File: src/rtl/addr_region_router.sv
// addr_region_router: decodes CPU requests into base/size windows, rebases to a local offset and
// runs a registered req/ack handshake with per-access timeout and sticky first-fault capture.
module addr_region_router #(
    parameter int AW = 32,
    parameter int DW = 32,
    parameter int NUM_REGIONS = 2,
    parameter logic [NUM_REGIONS*AW-1:0] REGION_BASE = {32'h0020_0000, 32'h0},
    parameter logic [NUM_REGIONS*AW-1:0] REGION_SIZE = {32'h0080_0000, 32'h0010_0000},
    parameter int TIMEOUT = 16
) (
    input  logic                      clk,
    input  logic                      rst_n,
    input  logic                      m_req_valid,
    output logic                      m_req_ready,
    input  logic [AW-1:0]             m_addr,
    input  logic                      m_we,
    input  logic [DW-1:0]             m_wdata,
    input  logic [DW/8-1:0]           m_wstrb,
    output logic                      m_resp_valid,
    output logic [DW-1:0]             m_rdata,
    output logic                      m_resp_err,
    output logic [NUM_REGIONS-1:0]    s_sel,
    output logic [AW-1:0]             s_addr,
    output logic                      s_we,
    output logic [DW-1:0]             s_wdata,
    output logic [DW/8-1:0]           s_wstrb,
    input  logic [NUM_REGIONS-1:0]    s_ack,
    input  logic [NUM_REGIONS*DW-1:0] s_rdata,
    output logic                      fault_valid,
    output logic [AW-1:0]             fault_addr,
    input  logic                      fault_clr
);
    localparam int IW = NUM_REGIONS > 1 ? $clog2(NUM_REGIONS) : 1;
    localparam int CW = $clog2(TIMEOUT + 1);

    typedef enum logic [1:0] {IDLE, ACCESS, RESP} state_t;

    state_t        state;
    logic [CW-1:0] cnt;
    logic [IW-1:0] idx;
    logic [AW-1:0] req_addr;
    logic          hit;
    logic [IW-1:0] hit_idx;
    logic [AW-1:0] hit_off;
    logic          ack;
    logic          expired;
    logic          err_evt;
    logic [AW-1:0] err_addr;

    // Scan high to low so the lowest matching index is the one left standing.
    always_comb begin
        hit = 1'b0;
        hit_idx = '0;
        hit_off = '0;
        for (int i = NUM_REGIONS - 1; i >= 0; i--) begin
            if ({1'b0, m_addr} >= {1'b0, REGION_BASE[i*AW +: AW]} &&
                {1'b0, m_addr} < {1'b0, REGION_BASE[i*AW +: AW]} + {1'b0, REGION_SIZE[i*AW +: AW]}) begin
                hit = 1'b1;
                hit_idx = IW'(i);
                hit_off = m_addr - REGION_BASE[i*AW +: AW];
            end
        end
    end

    assign ack      = s_ack[idx];
    assign expired  = cnt == CW'(TIMEOUT - 1);
    assign err_evt  = (state == IDLE && m_req_valid && !hit) || (state == ACCESS && !ack && expired);
    assign err_addr = state == IDLE ? m_addr : req_addr;

    always_ff @(posedge clk or negedge rst_n) begin
        if (!rst_n) begin
            state        <= IDLE;
            cnt          <= '0;
            idx          <= '0;
            req_addr     <= '0;
            m_req_ready  <= 1'b1;
            m_resp_valid <= 1'b0;
            m_resp_err   <= 1'b0;
            m_rdata      <= '0;
            s_sel        <= '0;
            s_addr       <= '0;
            s_we         <= 1'b0;
            s_wdata      <= '0;
            s_wstrb      <= '0;
            fault_valid  <= 1'b0;
            fault_addr   <= '0;
        end else begin
            case (state)
                IDLE: if (m_req_valid) begin
                    m_req_ready <= 1'b0;
                    req_addr    <= m_addr;
                    if (hit) begin
                        state   <= ACCESS;
                        s_sel   <= NUM_REGIONS'(1) << hit_idx;
                        idx     <= hit_idx;
                        s_addr  <= hit_off;
                        s_we    <= m_we;
                        s_wdata <= m_wdata;
                        s_wstrb <= m_wstrb;
                        cnt     <= '0;
                    end else begin
                        state        <= RESP;
                        m_resp_valid <= 1'b1;
                        m_resp_err   <= 1'b1;
                        m_rdata      <= '0;
                    end
                end
                ACCESS: if (ack || expired) begin
                    state        <= RESP;
                    m_resp_valid <= 1'b1;
                    m_resp_err   <= !ack;
                    m_rdata      <= (ack && !s_we) ? s_rdata[idx*DW +: DW] : '0;
                    s_sel        <= '0;
                end else begin
                    cnt <= cnt + 1'b1;
                end
                RESP: begin
                    state        <= IDLE;
                    m_resp_valid <= 1'b0;
                    m_resp_err   <= 1'b0;
                    m_req_ready  <= 1'b1;
                end
                default: state <= IDLE;
            endcase
            // A new error in the same cycle as a clear re-arms with the new address.
            if (err_evt && (!fault_valid || fault_clr)) begin
                fault_valid <= 1'b1;
                fault_addr  <= err_addr;
            end else if (fault_clr) begin
                fault_valid <= 1'b0;
                fault_addr  <= '0;
            end
        end
    end
endmodule

File: config.mk
export PLATFORM = sky130hd
export DESIGN_NAME = addr_region_router
export DESIGN_NICKNAME = d
export VERILOG_FILES = /design/src/rtl/addr_region_router.sv
export SDC_FILE = /design/constraint.sdc
export NUM_CORES = 1
export LEC_CHECK = 0
export CORE_MARGIN = 2
export CORE_UTILIZATION = 49
export CTS_BUF_LIST = sky130_fd_sc_hd__clkbuf_16
export CTS_CLUSTER_DIAMETER = 150
export DETAILED_ROUTE_END_ITERATION = 7
export PLACE_DENSITY = 0.87
export SYNTH_ARGS = -nofsm -noshare
export SYNTH_HDL_FRONTEND = slang
export SYNTH_SLANG_ARGS = --single-unit
File: constraint.sdc
create_clock -name clk -period 3.01 [get_ports clk]
set_input_delay 0.7525 -clock clk [delete_from_list [all_inputs] [get_ports clk]]
set_output_delay 0.7525 -clock clk [all_outputs]
set_load 0.02 [all_outputs]
After elaboration in Yosys (flattened, before gate mapping). Cells that the tools add are included.

Add/subtract/negate cells: 2. Order comparisons: 4. Eq/ne operators: 8. Shifts and indexed selects: 2. Multiplexer cells: 37. Reductions and logical operators: 27.

Operator list (count): $mux W32 (9); $pmux W32 S2 (1); $shiftx A64 B7 Y32 (1); $ge A32 B22 Y1 const B (1); $lt A32 B21 Y1 const B (1); $lt A32 B24 Y1 const B (1); $sub A32 B22 Y32 const B (1); $reduce_and A4 Y1 (4); $mux W5 (3); $mux W1 (12); $mux W2 (6); $pmux W5 S2 (1); $ne A2 B2 Y1 const B (4); $pmux W2 S2 (2); $logic_and A1 B1 Y1 (7); $pmux W1 S3 (2); $reduce_and A2 Y1 (3); $reduce_bool A2 Y1 (3); $add A5 B1 Y5 const B (1); $eq A5 B4 Y1 const B (1); $logic_not A1 Y1 (4); $logic_or A1 B1 Y1 (3); $reduce_and A3 Y1 (1); $reduce_bool A3 Y1 (1); other kinds (7) (7).

Register bits: 179. Bits of input ports: 139. Output and inout port bits: 139.

Depth between registers and ports, before layout. Gate-level depths: netlist of the first run.

Depth after elaboration: 9. Depth in mapped cells: 9.

Least setup slack after synthesis of the first run. No wires, ideal clock.

Path type: input to register. From: input m_addr[31]. To: register cnt[4]. Setup time: 0.125 ns. Arrival: 2.011 ns. Data required time: 2.885 ns. Setup slack: 0.874 ns. Stages on the path: 5. Buffers on the path: 0. Path through: nor3_1 -> and4_1 -> nand2_4 -> a221o_1 -> mux2_4.

Cells in the longest elaborated chain, start to end: 6. Elaborated cells on any way between the ends: 8. Those cells by class: 3 x order compare; 1 x eq/ne; 2 x mux; 2 x reduce/logical.

RTL lines: from (decl) (RTL line 15) `input logic [AW-1:0] m_addr,`; $ge A32 B22 Y1 / $lt A32 B24 Y1 (equally long branches) (RTL line 56, 57); $logic_and A1 B1 Y1 (RTL line 56) `if ({1'b0, m_addr} >= {1'b0, REGION_BASE[i*AW +: AW]} &&`; $mux W1 (RTL line 56); $mux W1 (*) (RTL line 56); $ne A2 B2 Y1 (no source line) (*); $reduce_and A4 Y1 (no source line) (*); to (signal assigned) (RTL line 115) `cnt <= cnt + 1'b1;`; to (decl) (RTL line 39) `logic [CW-1:0] cnt;`.

Every way passes the cells marked *; elsewhere a longest branch is shown, timed or not. A chain may end at the register's enable or synchronous reset.

Final worst setup path of the first run.
From: input m_addr[21]. To: register s_addr[21].

Cells in the longest elaborated chain, start to end: 5. Elaborated cells on any way between the ends: 10. Those cells by class: 1 x add/sub; 3 x order compare; 4 x mux; 2 x reduce/logical.

RTL lines: $ge A32 B22 Y1 / $lt A32 B24 Y1 (equally long branches) (RTL line 56, 57); $logic_and A1 B1 Y1 (RTL line 56); $mux W1 (2 in a row) (RTL line 56); $reduce_and A3 Y1 (no source line); to (signal assigned) (RTL line 96) `s_addr <= hit_off;`; to (decl) (RTL line 23) `output logic [AW-1:0] s_addr,`.

Parallel ways exist; a longest one is shown, timed or not.

==> metrics.cfg, run 1 <==
[drt]
drtIter0Drc = 368
vias = 5954
ant_nets = 0
post-route-drc-count = 0
drt-pass1-iter-count = 6
viasPerCell = 5.345
wire_per_inst_um = 19.14
wirelength_um = 21330

[die]
pin_count = 278
core_area_um2 = 15260
start_util = 0.5048
dieArea_um2 = 16740
die_y_um = 129.4
num_rows = 45
die_w_um = 129.4

[run]
max_cap_violations = 0

[worst_setup_path]
cp-end-kind = flip-flop
crit_start = m_addr[21]
reg2reg_slack_ns = 0.78
critical_path_required_ns = 3.34
setup.worst_path.class = input pin to flip-flop
crit_path_max_incr_delay_ns = 0.48
ff2ff_path_depth = 8
worst_path_max_delay_cell = clkdlybuf4s50_1
critical_path_arrival_ns = 2.93
worstSetupStartpointType = input pin
critPathCapture = s_addr[21]
worstPathMaxFanout = 5
r2r_start = cnt[0]
crit_chain = clkdlybuf4s50_1 > buf_4 > ha_1 > nor4b_1 > nand4_1 > o21ai_0 > nand3_1 > o22ai_1
timing.rr.end = fault_addr[6]

[final_layout]
nets = 1033
final_area_um2 = 11300
final_common_cell = clkdlybuf4s50_1
fin_util = 0.7404
area_growth_pct = 46.67
final_cell_mix = 276 x clkdlybuf4s50_1, 177 x dfrtp_1, 102 x nand2_1, 68 x o2bb2ai_1, 66 x mux2i_1
drive_gt1_frac = 0.1163
fill_cells = 1005
antenna_cells = 0

[power_and_ir_drop]
irDropWorstVdd_mv = 0.4840
netSwitchingPower_mw = 3.217
clockPowerShare = 0.232
internal-power_mw = 5.841
power.leakage_nw = 5.336
power_density_nw_per_um2 = 801.8
seqPwrFrac = 0.388
switching_share = 0.3551
p_comb_frac = 0.379

[placed_design]
place_hpwl_um = 15160
port_buffers = 277
gp_congestion = 0.8443
post-place-ws_ns = 0.1328
placed_cell_area_um2 = 10740

[synthesis]
synthCells = 612
syn_nets = 755
ys_seq_elements = 179
async_reset_ff_frac = 1.000
synthFlopType = dfrtp_1
synthesis.area_um2 = 7702
synth.yosys.seq_area_share = 0.5817
synth_edf_count = 0
yosysWarningCount = 0
syn_area_per_cell_um2 = 12.59
synth_cell_types = 47

[clock_tree]
holdBufCountCts = 0
cts_tree = done
cts.reportedPaths.clkPinSlew_ns = 0.07
insertion_delay_ns = 0.42
h-tree-depth = 4
clk_path_buf_depth = 2
cts_buffers = 17
cts_sinks = 179
postCtsSetupRepairBufs = 0
cts_resized = 0
clockRootBuffer = clkbuf_16

[global_routing]
grt_max_degree = 74
antenna_found_initial = 0
first_global_vias = 6079
grt_pass1_wl_um = 32370
overflow = 0
globalRouteTotalUtil = 0.2548

[sta]
drv_slew = 0
slew_headroom = 0.6267
skew_ns = 0.01154
min_period_ns = 2.602
layout_setup_ws_ns = 0.4076
fmax_mhz = 384.3
worstMarginPinSlew_ns = 0.5600
setup_viol = 0
fin_crit_sh = 0.8646
final-hold-violation-count = 0
rsz0062_at_grt = false
fin_setup_tns_ns = 0

[worst_hold_path]
min_path_type = input pin to asynchronous set/reset pin

[run_status]
status = completed

[cell type report]
type,instances,area [um^2],area share
sequential,179,4482,0.3967
timing repair buffer,297,2999,0.2655
multi-input combinational,385,2955,0.2616
clock buffer,17,425.4,0.03766
tap,211,264.0,0.02337
clock inverter,15,133.9,0.01185
inverter,10,37.54,0.003323
[cell families (layout without fill, tap and decap cells)]
| logic type | after synthesis | in the layout | share of synthesized area |
|---|---|---|---|
| AOI/OAI and AO/OA | 102 | 102 | 0.1095 |
| DFF | 179 | 179 | 0.5817 |
| muxes | 126 | 126 | 0.1745 |
| adders and majority gates | 4 | 4 | 0.006498 |
| xor gates and xnor gates | 1 | 1 | 0.001137 |
| and+or+nand+nor | 152 | 152 | 0.09097 |
| buffers and inverters | 48 | 339 | 0.03574 |
[worst min-delay path by stage]
stage,startpoint,to,slack [ns]
after floorplan,req_addr[0],req_addr[0],0.44
after global placement,m_req_ready,m_req_ready,0.45
after detailed placement,m_req_ready,m_req_ready,0.46
after CTS,rst_n,s_wdata[23],0.30
after global routing,rst_n,fault_addr[13],0.33
final,rst_n,fault_addr[13],0.31
[metal layers]
metal / vias to the layer above / track usage / wire [um]
met1: 2947 / 0.3164 / 8678
met5: - / 0 / 0
met2: 203 / 0.4204 / 10820
met3: 49 / 0.06854 / 1133
li1: 2755 / - / -
met4: 0 / 0.1138 / 692
[power by group through the flow]
stage / clock [mW] / sequential [mW] / combinational, mW
final: 2.10 / 3.52 / 3.44
after global routing: 2.24 / 3.59 / 3.68
after CTS: 2.15 / 3.51 / 3.46
after detailed placement: 0 / 3.53 / 3.44
after global placement: 0 / 3.50 / 3.38
after floorplan: 0 / 3.93 / 1.45
[synth_stat cells, types with 5 or more instances]
cell / number / share of area
buf_2: 10 / 0.0065
buf_6: 11 / 0.016
clkbuf_1: 17 / 0.0083
dfrtp_1: 178 / 0.58
inv_1: 10 / 0.0049
mux2_1: 19 / 0.028
mux2_2: 39 / 0.057
mux2i_1: 66 / 0.086
nand2_1: 102 / 0.050
nor2_1: 7 / 0.0034
nor2b_1: 8 / 0.0065
nor3_1: 8 / 0.0052
nor4_1: 5 / 0.0041
o21ai_0: 9 / 0.0058
o2bb2ai_1: 68 / 0.077
[worst max-delay path: cells and delay by family]
family                     cells  cell delay, ns
buffers and inverters          2            0.62
adders and majority gates      1            0.15
and+or+nand+nor                3            0.82
AOI/OAI and AO/OA              2            0.59
[sequential cells by signal (all words and copies together) (netlist names)]
name	flops
m_req_ready	1
m_rdata	32
m_resp_valid	1
m_resp_err	1
s_sel	2
s_wdata	32
req_addr	32
fault_valid	1
cnt	5
fault_addr	32
s_wstrb	4
s_addr	32
s_we	1
idx	1
state	2
[stage by stage]
| stage | hold slack [ns] | power, mW | instances |
|---|---|---|---|
| after floorplan | 0.4450 | 5.377 | 612 |
| after global placement | 0.4488 | 6.879 | 1082 |
| after detailed placement | 0.4572 | 6.964 | 1082 |
| after CTS | 0.3016 | 9.127 | 1114 |
| after global routing | 0.3262 | 9.512 | 1114 |
| final | 0.3055 | 9.058 | 1114 |
Power figures use the tool's default switching activity.
==> run 2: changes to the inputs <==
- SKIP_CTS_REPAIR_TIMING: not set -> 1
==> results of run 2 <==
No change in the layout: final DEF, timing and power equal those of run 1.
==> run 3: changes to the inputs <==
--- a/config.mk
+++ b/config.mk
@@ -6,9 +6,10 @@
 export NUM_CORES = 1
 export LEC_CHECK = 0
-export CORE_MARGIN = 2
+export CORE_MARGIN = 5
 export CORE_UTILIZATION = 49
 export CTS_BUF_LIST = sky130_fd_sc_hd__clkbuf_16
 export CTS_CLUSTER_DIAMETER = 150
 export DETAILED_ROUTE_END_ITERATION = 7
+export GPL_ROUTABILITY_DRIVEN = 0
 export PLACE_DENSITY = 0.87
 export SKIP_CTS_REPAIR_TIMING = 1
==> constraint.sdc (replaced) <==
create_clock -name clk -period 3.01 [get_ports clk]
set_input_delay 0.301 -clock clk [delete_from_list [all_inputs] [get_ports clk]]
set_output_delay 0.301 -clock clk [all_outputs]
set_load 0.02 [all_outputs]
==> run 3 against run 2 <==
  * Clock-buffer cell count stayed put
  * Sequential cell count unchanged
  * Critical path depth decreased by 2
  * Final area is 0.21% lower
  * Sequential power about the same
  * Hold slack better by 0.14 ns
  * Via count rose by 0.62%
  * Die area is 9.5% higher
  * First-iteration DRC count grew 14%
  * Largest cell class unchanged
  * Largest power group unchanged
==> metrics.cfg, run 3 (synthesis gave the netlist of run 1 again) <==
[final_layout]
nets = 1027  ; -0.58%
final_common_cell = clkdlybuf4s50_1
area_growth_pct = 46.36
final_cell_mix = 276 x clkdlybuf4s50_1, 177 x dfrtp_1, 102 x nand2_1, 68 x o2bb2ai_1, 66 x mux2i_1
final_area_um2 = 11270  ; -0.21%
multi_input_area_um2 = 2955  ; unchanged
antenna_cells = 0  ; unchanged
fill_cells = 1064  ; +5.9%
ff_latch_area_um2 = 4482  ; unchanged
drive_gt1_frac = 0.1070  ; -0.009256

[clock_tree]
cts_buffers = 17  ; unchanged
clockRootBuffer = clkbuf_16
insertion_delay_ns = 0.42  ; about the same
cts_tree = done
cts_sinks = 179  ; unchanged
h-tree-depth = 4  ; unchanged
cts.reportedPaths.clkPinSlew_ns = 0.07  ; about the same
clk_path_buf_depth = 2  ; unchanged

[drt]
viasPerCell = 5.407  ; +1.2%
wirelength_um = 22560  ; +5.8%
drtIter0Drc = 421  ; +14%
wire_per_inst_um = 20.36  ; +6.3%
drt-pass1-iter-count = 4  ; -2
vias = 5991  ; +0.62%
ant_nets = 0  ; unchanged
post-route-drc-count = 0  ; unchanged

[power_and_ir_drop]
clockPowerShare = 0.249  ; +0.017
internal-power_mw = 6.020  ; +3.1%
seqPwrFrac = 0.382  ; -0.006
switching_share = 0.3458  ; -0.009318
netSwitchingPower_mw = 3.182  ; -1.1%
p_comb_frac = 0.369  ; -0.010
power_density_nw_per_um2 = 816.2  ; +1.8%
power.leakage_nw = 5.317  ; -0.36%
irDropWorstVdd_mv = 0.4778  ; -1.3%

[die]
core_area_um2 = 15310  ; +0.37%
num_rows = 45  ; unchanged
die_y_um = 135.4  ; +4.6%
start_util = 0.5029  ; -0.001856
die_w_um = 135.4  ; +4.6%
dieArea_um2 = 18330  ; +9.5%
pin_count = 278  ; unchanged

[sta]
worstMarginPinSlew_ns = 0.6364  ; +0.07644 ns
final-hold-violation-count = 0  ; unchanged
drv_slew = 0  ; unchanged
fmax_mhz = 432.1  ; +12%
slew_headroom = 0.5757  ; -0.05096
hold_ws_ns = 0.4489  ; +0.1433 ns
layout_setup_ws_ns = 0.6956  ; +0.2880 ns
setup_viol = 0  ; unchanged
fin_setup_tns_ns = 0  ; unchanged
rsz0062_at_grt = false
min_period_ns = 2.314  ; -0.2880 ns
skew_ns = 0.01243  ; +0.0008903 ns
fin_crit_sh = 0.7689  ; -0.09570

[placed_design]
placed_cell_area_um2 = 10650  ; -0.84%
post-place-ws_ns = 0.4269  ; +0.2941 ns
port_buffers = 277  ; unchanged
place_hpwl_um = 16420  ; +8.3%

[global_routing]
globalRouteTotalUtil = 0.2469  ; -0.007936
antenna_found_initial = 0  ; unchanged
grt_pass1_wl_um = 35150  ; +8.6%
first_global_vias = 6543  ; +7.6%
overflow = 0  ; unchanged
grt_max_degree = 71  ; -4.1%

[worst_setup_path]
setup.worst_path.class = flip-flop to flip-flop
worstPathMaxFanout = 34  ; +29
worstSetupStartpointType = flip-flop
critical_path_required_ns = 3.32  ; -0.02 ns
critical_path_arrival_ns = 2.62  ; -0.31 ns
cp-end-kind = flip-flop

[run_status]
status = completed

[run]
max_cap_violations = 0  ; unchanged

[worst_hold_path]
min_path_type = input pin to asynchronous set/reset pin

## run 3: area by class of cell
| class | instances | share of cell area |
|---|---|---|
| Clock buffer | 17 | 0.03774 |
| Clock inverter | 15 | 0.01687 |
| Inverter | 10 | 0.003330 |
| Multi-Input combinational cell | 385 | 0.2622 |
| Sequential cell | 179 | 0.3976 |
| Tap cell | 211 | 0.02342 |
| Timing Repair Buffer | 291 | 0.2589 |
## run 3: final timing paths
kind,from,to,slack [ns],cells after the start
hold reg to reg,m_req_ready,m_req_ready,0.47,2
hold / removal,rst_n,s_addr[12],0.45,2
min in group clk,m_req_ready,m_req_ready,0.47,2
setup / recovery,state[0],s_addr[20],0.70,6
setup reg to reg,state[0],s_addr[20],0.70,6
max in group asynchronous,rst_n,m_rdata[16],1.73,3
## run 3: per-layer routing
| layer | track usage | part of all wire |
|---|---|---|
| met4 | 0.1008 | 0.034 |
| met2 | 0.4176 | 0.52 |
| met1 | 0.3071 | 0.40 |
| met5 | 0 | 0 |
| met3 | 0.05609 | 0.046 |
## run 3: critical path, cell delays in order, from the launching register on
cell and delay (ns):
dfrtp_1 0.57, nor2_4 0.16, buf_4 0.52, nand2_1 0.35, buf_4 0.34, nor3_1 0.20
nor2_1 0.06
## run 3: power groups by stage
stage	sequential [mW]	combinational, mW	clock (mW)
global placement	3.51	3.33	0
floorplan	3.93	1.45	0
detailed placement	3.53	3.41	0
finish	3.51	3.39	2.30
CTS	3.51	3.43	2.34
global route	3.60	3.63	2.44
## run 3: through the flow
step,power (mW),cells,utilization
finish,9.202,1108,0.7361
global route,9.665,1108,0.7361
CTS,9.274,1107,0.7355
detailed placement,6.942,1075,0.6953
global placement,6.832,1075,0.6953
floorplan,5.377,612,-
